### src/rtl/jtsdram_prog_cmp.sv
// Read-back comparator: saturating mismatch counter plus optional first-mismatch log
// (built only when JTSDRAM_ERRLOG_EN is defined, otherwise the log outputs read 0).
module jtsdram_prog_cmp #(
  parameter int unsigned AW = 22,
  parameter int unsigned DW = 16
) (
  input  logic          clk_i,
  input  logic          rst_ni,
  input  logic          clr_i,
  input  logic          vld_i,
  input  logic [1:0]    ba_i,
  input  logic [AW-1:0] addr_i,
  input  logic [DW-1:0] exp_i,
  input  logic [DW-1:0] got_i,
  output logic [15:0]   err_cnt_o,
  output logic [1:0]    err_ba_o,
  output logic [AW-1:0] err_addr_o,
  output logic [DW-1:0] err_exp_o,
  output logic [DW-1:0] err_got_o
);

  logic [15:0] cnt_q, cnt_d;
  logic        mismatch;

  assign mismatch = vld_i && (exp_i != got_i);

  always_comb begin
    cnt_d = cnt_q;
    if (clr_i) begin
      cnt_d = '0;
    end else if (mismatch && (cnt_q != 16'hFFFF)) begin
      cnt_d = cnt_q + 16'd1;
    end
  end

  always_ff @(posedge clk_i) begin
    if (!rst_ni) begin
      cnt_q <= '0;
    end else begin
      cnt_q <= cnt_d;
    end
  end

  assign err_cnt_o = cnt_q;

`ifdef JTSDRAM_ERRLOG_EN
  logic          logged_q, logged_d;
  logic [1:0]    ba_q, ba_d;
  logic [AW-1:0] addr_q, addr_d;
  logic [DW-1:0] exp_q, exp_d, got_q, got_d;

  // Only the first mismatch after a start is kept.
  always_comb begin
    logged_d = logged_q;
    ba_d     = ba_q;
    addr_d   = addr_q;
    exp_d    = exp_q;
    got_d    = got_q;
    if (clr_i) begin
      logged_d = 1'b0;
      ba_d     = '0;
      addr_d   = '0;
      exp_d    = '0;
      got_d    = '0;
    end else if (mismatch && !logged_q) begin
      logged_d = 1'b1;
      ba_d     = ba_i;
      addr_d   = addr_i;
      exp_d    = exp_i;
      got_d    = got_i;
    end
  end

  always_ff @(posedge clk_i) begin
    if (!rst_ni) begin
      logged_q <= 1'b0;
      ba_q     <= '0;
      addr_q   <= '0;
      exp_q    <= '0;
      got_q    <= '0;
    end else begin
      logged_q <= logged_d;
      ba_q     <= ba_d;
      addr_q   <= addr_d;
      exp_q    <= exp_d;
      got_q    <= got_d;
    end
  end

  assign err_ba_o   = ba_q;
  assign err_addr_o = addr_q;
  assign err_exp_o  = exp_q;
  assign err_got_o  = got_q;
`else
  logic unused_log;
  assign unused_log = ^{ba_i, addr_i};

  assign err_ba_o   = '0;
  assign err_addr_o = '0;
  assign err_exp_o  = '0;
  assign err_got_o  = '0;
`endif

endmodule

### config.mk
export PLATFORM = sky130hd
export DESIGN_NAME = jtsdram_prog_cmp
export DESIGN_NICKNAME = d
export VERILOG_FILES = /design/src/rtl/jtsdram_prog_cmp.sv
export SDC_FILE = /design/constraint.sdc
export NUM_CORES = 1
export LEC_CHECK = 0
export CAP_MARGIN = 20
export CORE_MARGIN = 10
export CORE_UTILIZATION = 32
export DETAILED_ROUTE_END_ITERATION = 6
export PLACE_DENSITY = 0.83
export SKIP_CTS_REPAIR_TIMING = 1
export SYNTH_ARGS = -nofsm -noshare
export SYNTH_HDL_FRONTEND = slang
export SYNTH_SLANG_ARGS = --single-unit
### constraint.sdc
create_clock -name clk_i -period 2.16 [get_ports clk_i]
set_input_delay 0.54 -clock clk_i [delete_from_list [all_inputs] [get_ports clk_i]]
set_output_delay 0.54 -clock clk_i [all_outputs]
set_load 0.05 [all_outputs]
==> summary.txt, run 1 <==
Synth
  – Register area share after synthesis: 20.7%
  – Syn Inst Count: 182
  – Mapped Area: 0.00155 mm^2
  – Flop and latch count out of synthesis: 16
  – Syn. warnings: 0
  – Yosys cell types: 40
  – Avg Cell Area, Syn: 8.50 um^2

Placed design
  – Placed instance area: 0.00188 mm^2
  – GPL Wtd Cong: 0.789
  – PortBufs: 51
  – Hpwl dp: 3560 um

Run status
  – Status: completed

Critical path
  – Crit path DAT: 2150 ps
  – Worst path required time: 2280 ps
  – Worst path cell trace: clkdlybuf4s50_1, xnor2_1, nand4_2, o41ai_1, buf_4, or4_1, a21oi_1
  – Worst setup SP type: input pin
  – Crit-path max FO: 12
  – CP Buf/Inv Count: 2
  – Cell family with most CP delay: buffers and inverters
  – WS Path Type: in -> reg
  – Worst Setup End Kind: register
  – Max incr delay on CP: 440 ps
  – Slowest cell on the critical path: clkdlybuf4s50_1

Route
  – Routed vias/inst: 4.59
  – Total vias in the final route: 1322
  – Routed WL per cell: 14.1 um
  – DRT Wirelength: 4070 um
  – Final ANT Viol Nets: 0
  – Initial drt markers: 83
  – First-pass iteration count of the detailed router: 4
  – # DRC: 0

CTS
  – CTS root buf: clkbuf_8
  – Total CTS buffers: 3
  – Clock Latency Late Sink: 250 ps
  – CTS tree: done
  – H-Tree Depth: 1
  – Clk slew on worst S/H paths: 60 ps
  – Total clock sinks: 16
  – Clk buf depth: 2

Global route
  – Vias in the first global route: 1237
  – Gr ovfl total: 0
  – Total GRT Usage: 9.19%
  – Initial antenna violation count: 0
  – Global-route wire length before repair: 5840 um
  – Largest net degree at the start of global routing: 20

STA
  – Period utilisation layout: 93.8%
  – Setup TNS: 0 ps
  – Layout Skew: 2.93 ps
  – RSZ-0062 raised after global routing: no
  – Count of final max-slew check failures: 0
  – Peak Freq: 0.494 GHz
  – Rel. slew slack: 62.5%
  – # setup viols final: 0
  – Worst Max-Slew Pin Slew: 560 ps
  – Final Hold Violating Endpoints: 0
  – Final min period: 2030 ps

Final layout
  – Final Instance Area: 0.00192 mm^2
  – Util after Layout: 41.0%
  – Commonest non-fill, non-tap cell in the layout: conb_1
  – Commonest non-fill, non-tap cells in the layout: conb_1, clkdlybuf4s50_1, xnor2_1, dfxtp_1, buf_4
  – Max FFs per register: 16
  – ANT cells: 0
  – Fraction of layout cells with a size suffix above 1: 12.8%
  – Post-layout nets: 297
  – Fill cells: 485
  – Area delta synth->final: 24.4%

Min path
  – Tightest Hold Check Type: reg -> reg

Flow run
  – Max_cap viols: 0

Power
  – Pwr Total: 867 uW
  – VDD IR-drop max: 0.311 mV
  – Leakage Power: 0.000780 uW
  – Power per cell area: 451 mW/mm^2

Die
  – Die X: 89.5 um
  – DIE AREA: 0.00801 mm^2
  – Die H: 89.5 um
  – Core Box Area: 0.00469 mm^2
  – Number of cell rows: 25
  – Initial Utilization: 33.0%
  – Number of primary I/O pins: 132
## kinds of logic after synthesis
group | count (synthesis) | share of synthesized area (%)
buf+inv | 64 | 31.0
simple gates | 51 | 23.2
other cells | 1 | 0.242
xor+xnor | 16 | 9.06
compound gates | 32 | 14.3
mux | 1 | 0.647
flops | 16 | 20.7
fa+ha+maj | 1 | 0.809
## final cells by class
type	instances	area, um^2	area share [%]
multi-input cells	157	953	49.6
repair buffers	56	533	27.7
flip-flops and latches	16	320	16.7
well taps	54	67.6	3.51
clock buffers	3	41.3	2.15
inverters	2	7.51	0.390
## synthesized netlist by cell type (all sizes together)
| library cell | instances | share of area (%) |
|---|---|---|
| nand4 | 9 | 6.2 |
| mux2i | 1 | 0.65 |
| clkbuf | 1 | 0.24 |
| nor2 | 2 | 0.49 |
| o41ai | 2 | 1.1 |
| o21ai | 4 | 1.3 |
| nand3 | 4 | 1.3 |
| nor4 | 1 | 1.4 |
| or2b | 1 | 0.57 |
| dfxtp | 16 | 21 |
| buf | 60 | 30 |
| nand2b | 1 | 0.40 |
| a21oi | 9 | 2.9 |
| o2111ai | 2 | 1.1 |
| o31ai | 7 | 3.4 |
| o21ba | 1 | 0.65 |
| or4 | 9 | 4.4 |
| ha | 1 | 0.81 |
| o311ai | 1 | 0.57 |
| nor4b | 1 | 0.57 |
| conb | 1 | 0.24 |
| inv | 2 | 0.49 |
| nand2 | 11 | 2.7 |
| and4 | 2 | 1.3 |
| or3 | 4 | 1.6 |
| and3 | 3 | 1.3 |
| dlygate4sd1 | 1 | 0.57 |
| o211ai | 5 | 2.8 |
| xnor2 | 16 | 9.1 |
| nor3 | 2 | 0.65 |
| a211oi | 1 | 0.49 |
| nor2b | 1 | 0.40 |
## metal layers
layer	part of all wire [%]	global-route usage [%]	vias up
met3	8.9	3.83	0
met1	35	9.23	615
met4	0	0.723	0
li1	-	-	654
met2	56	17.8	53
met5	0	0	-
## where the power goes
group,internal (uW),leakage (uW),switching [uW],total (uW)
logic,87.0,0.000629,264,351
registers,296,0.000129,1.79,298
clock network,123,0.0000216,94.1,218
## worst paths after layout
check	start	to	slack, ps	depth (start not counted)
setup / recovery	got_i[5]	err_cnt_o[13]	130	7
hold / removal	err_cnt_o[15]	err_cnt_o[15]	500	2
setup reg to reg	err_cnt_o[0]	err_cnt_o[9]	230	6
hold reg to reg	err_cnt_o[15]	err_cnt_o[15]	500	2
## worst register-to-register path, stage by stage, from the launching register on
cell and delay, ps:
dfxtp_1 410, ha_1 200, and3_2 250, nand4_2 200, nor2_1 490, or4_1 200
a21oi_1 60
## stage by stage
step | std cells | setup WS, ps | hold slack (ps)
5_1_grt | 288 | 37.9 | 528
3_3_place_gp | 285 | -71.0 | 484
4_1_cts | 288 | 116 | 503
6_report | 288 | 134 | 501
2_1_floorplan | 237 | 78.9 | 700
3_5_place_dp | 285 | -139 | 493
Power figures use the tool's default switching activity.
==> run 2: changes to the inputs <==
--- a/config.mk
+++ b/config.mk
@@ -5,11 +5,12 @@
 export SDC_FILE = /design/constraint.sdc
 export NUM_CORES = 1
 export LEC_CHECK = 0
+export ABC_AREA = 1
 export CAP_MARGIN = 20
 export CORE_MARGIN = 10
-export CORE_UTILIZATION = 32
+export CORE_UTILIZATION = 35
 export DETAILED_ROUTE_END_ITERATION = 6
-export PLACE_DENSITY = 0.83
+export PLACE_DENSITY = 0.84
 export SKIP_CTS_REPAIR_TIMING = 1
 export SYNTH_ARGS = -nofsm -noshare
 export SYNTH_HDL_FRONTEND = slang
==> summary.txt, run 2 <==
STA
  – Final min period: 2050 ps (+25.0 ps)
  – Final Hold Violating Endpoints: 0 (unchanged)
  – Layout Skew: 0.894 ps (-2.04 ps)
  – Hold WS: 507 ps (+5.90 ps)
  – RSZ-0062 raised after global routing: no
  – Peak Freq: 0.488 GHz (-1.2%)
  – # setup viols final: 0 (unchanged)
  – Setup TNS: 0 ps (unchanged)
  – Count of final max-slew check failures: 0 (unchanged)
  – Worst Max-Slew Pin Slew: 507 ps (-53.2 ps)
  – Rel. slew slack: 66.1% (+3.6 points)
  – Period utilisation layout: 94.9% (+1.2 points)

Die
  – Number of cell rows: 25 (unchanged)
  – Number of primary I/O pins: 132 (unchanged)
  – Die H: 91.2 um (+1.9%)
  – Die X: 91.2 um (+1.9%)
  – DIE AREA: 0.00832 mm^2 (+3.8%)
  – Core Box Area: 0.00482 mm^2 (+2.7%)
  – Initial Utilization: 36.8% (+3.9 points)

CTS
  – Total CTS buffers: 3 (unchanged)
  – Clock Latency Late Sink: 250 ps (about the same)
  – CTS root buf: clkbuf_8
  – Clk slew on worst S/H paths: 60 ps (about the same)
  – Total clock sinks: 16 (unchanged)
  – Clk buf depth: 2 (unchanged)
  – CTS tree: done
  – H-Tree Depth: 1 (unchanged)

Synth
  – Flop and latch count out of synthesis: 16 (unchanged)
  – Yosys top cell by area: buf_4
  – Largest cells by area after synthesis: buf_4, nand2_1, dfxtp_1, nor2_1, inv_1
  – Most frequent cell after synthesis: nand2_1
  – Register area share after synthesis: 18.1% (-2.7 points)
  – Synth top area share: 23.7% (-3.5 points)
  – Post-synth ARST share: 0% (unchanged)
  – Syn. warnings: 0 (unchanged)
  – Avg Cell Area, Syn: 5.78 um^2 (-32%)
  – Synth top cells by count: nand2_1, buf_4, nor2_1, inv_1
  – Ys flop type: dfxtp_1
  – Mapped Area: 0.00177 mm^2 (+15%)
  – Syn Inst Count: 307 (+69%)
  – EDFF count, synth: 0 (unchanged)
  – Yosys cell types: 23 (-43%)

Final layout
  – Max FFs per register: 16 (unchanged)
  – Area delta synth->final: 22.3%
  – Post-layout nets: 420 (+41%)
  – Fill cells: 516 (+6.4%)
  – Commonest non-fill, non-tap cells in the layout: nand2_1, conb_1, nor2_1
  – Commonest non-fill, non-tap cell in the layout: nand2_1
  – Fraction of layout cells with a size suffix above 1: 7.26% (-5.6 points)
  – ANT cells: 0 (unchanged)
  – Util after Layout: 45.0% (+4.1 points)

Placed design
  – GPL Wtd Cong: 0.854 (+8.2%)
  – PortBufs: 51 (unchanged)
  – Hpwl dp: 4070 um (+14%)

Critical path
  – Max incr delay on CP: 840 ps (+400 ps)
  – Cell family with most CP delay: buffers and inverters
  – Crit path DAT: 1510 ps (-640 ps)
  – Worst path depth: 1 (-6)
  – Worst path cell trace: clkdlybuf4s50_1
  – Reg2Reg Depth: 10 (+4)
  – Worst path required time: 1620 ps (-660 ps)
  – Slowest cell on the critical path: clkdlybuf4s50_1
  – Worst setup SP type: register
  – Crit-path max FO: 5 (-7)
  – WS Path Type: reg -> out
  – Worst Setup End Kind: primary output
  – CP Buf/Inv Count: 1 (-1)

Global route
  – Largest net degree at the start of global routing: 19 (-5.0%)
  – Initial antenna violation count: 0 (unchanged)
  – Global-route wire length before repair: 7780 um (+33%)
  – M3 GR Usage: 3.54% (-0.29 points)
  – Gr busiest metal: met2
  – Total GRT Usage: 10.8% (+1.7 points)
  – Gr ovfl total: 0 (unchanged)
  – Met1 Track Usage GR: 11.2% (+2.0 points)
  – GR Util met2: 20.2% (+2.4 points)
  – Vias in the first global route: 1765 (+43%)

Route
  – Total vias in the final route: 1784 (+35%)
  – DRT Wirelength: 4820 um (+18%)
  – Initial drt markers: 64 (-23%)
  – Routed vias/inst: 4.20 (-8.6%)
  – Routed WL per cell: 11.3 um (-20%)
  – First-pass iteration count of the detailed router: 4 (unchanged)
  – # DRC: 0 (unchanged)
  – Final ANT Viol Nets: 0 (unchanged)

Power
  – Leakage Power: 0.00109 uW (+40%)
  – Power per cell area: 429 mW/mm^2 (-4.8%)
  – VDD IR-drop max: 0.227 mV (-27%)

Min path
  – Tightest Hold Check Type: reg -> reg
  – Hold path cells: 2 (unchanged)

Run status
  – Status: completed

Flow run
  – Max_cap viols: 0 (unchanged)
-- run 2: cell types whose count changed after synthesis, moves of 3 or more --
cell      change
or4_1         -9
o211ai_1      -4
nand4_1      +12
nand2_1      +80
inv_1        +41
nand3_1       +3
xnor2_1      -12
o31ai_1       -7
nand4_2       -4
nor2_1       +42
or3_1         -4
-- run 2: per-stage QoR --
stage / instances / setup WS (ps) / area [um^2] / total power (uW)
3_3_place_gp: 421 / 49.3 / 2110 / 656
6_report: 425 / 109 / 2170 / 931
4_1_cts: 425 / 104 / 2170 / 935
2_1_floorplan: 362 / 249 / 1980 / 659
3_5_place_dp: 421 / 5.89 / 2110 / 661
5_1_grt: 425 / 37.6 / 2170 / 984
-- run 2: report_power, final --
part           internal [uW]  switching (uW)
combinational           81.1             279
clock                    162             110
sequential               297            2.19
total                    540             391
-- run 2: logic make-up after synthesis --
group           synth area share [%]
fa+ha+maj                      0.705
simple gates                    39.4
other cells                    0.211
xor+xnor                        2.96
flops                           18.1
buf+inv                         34.8
compound gates                  3.88
-- run 2: final timing paths --
check	startpoint	endpoint	slack, ps
worst min register to register	err_cnt_o[1]	err_cnt_o[1]	510
worst max-delay path	err_cnt_o[4]	err_cnt_o[4]	110
worst min-delay path	err_cnt_o[1]	err_cnt_o[1]	510
worst max register to register	err_cnt_o[0]	err_cnt_o[0]	300
-- run 2: final cells by class --
| type | instances | area (um^2) | share of cell area (%) |
|---|---|---|---|
| Timing Repair Buffer | 54 | 503 | 23.2 |
| Tap cell | 67 | 83.8 | 3.86 |
| Clock buffer | 4 | 55.1 | 2.54 |
| Sequential cell | 16 | 320 | 14.8 |
| Inverter | 44 | 165 | 7.61 |
| Multi-Input combinational cell | 240 | 1040 | 48.0 |
-- run 2: routing by layer --
layer  routed length [um]  up-vias
met4                   34        0
met3                  385        5
met2                 2460       76
met1                 1940      780
met5                    0        -
li1                     -      923
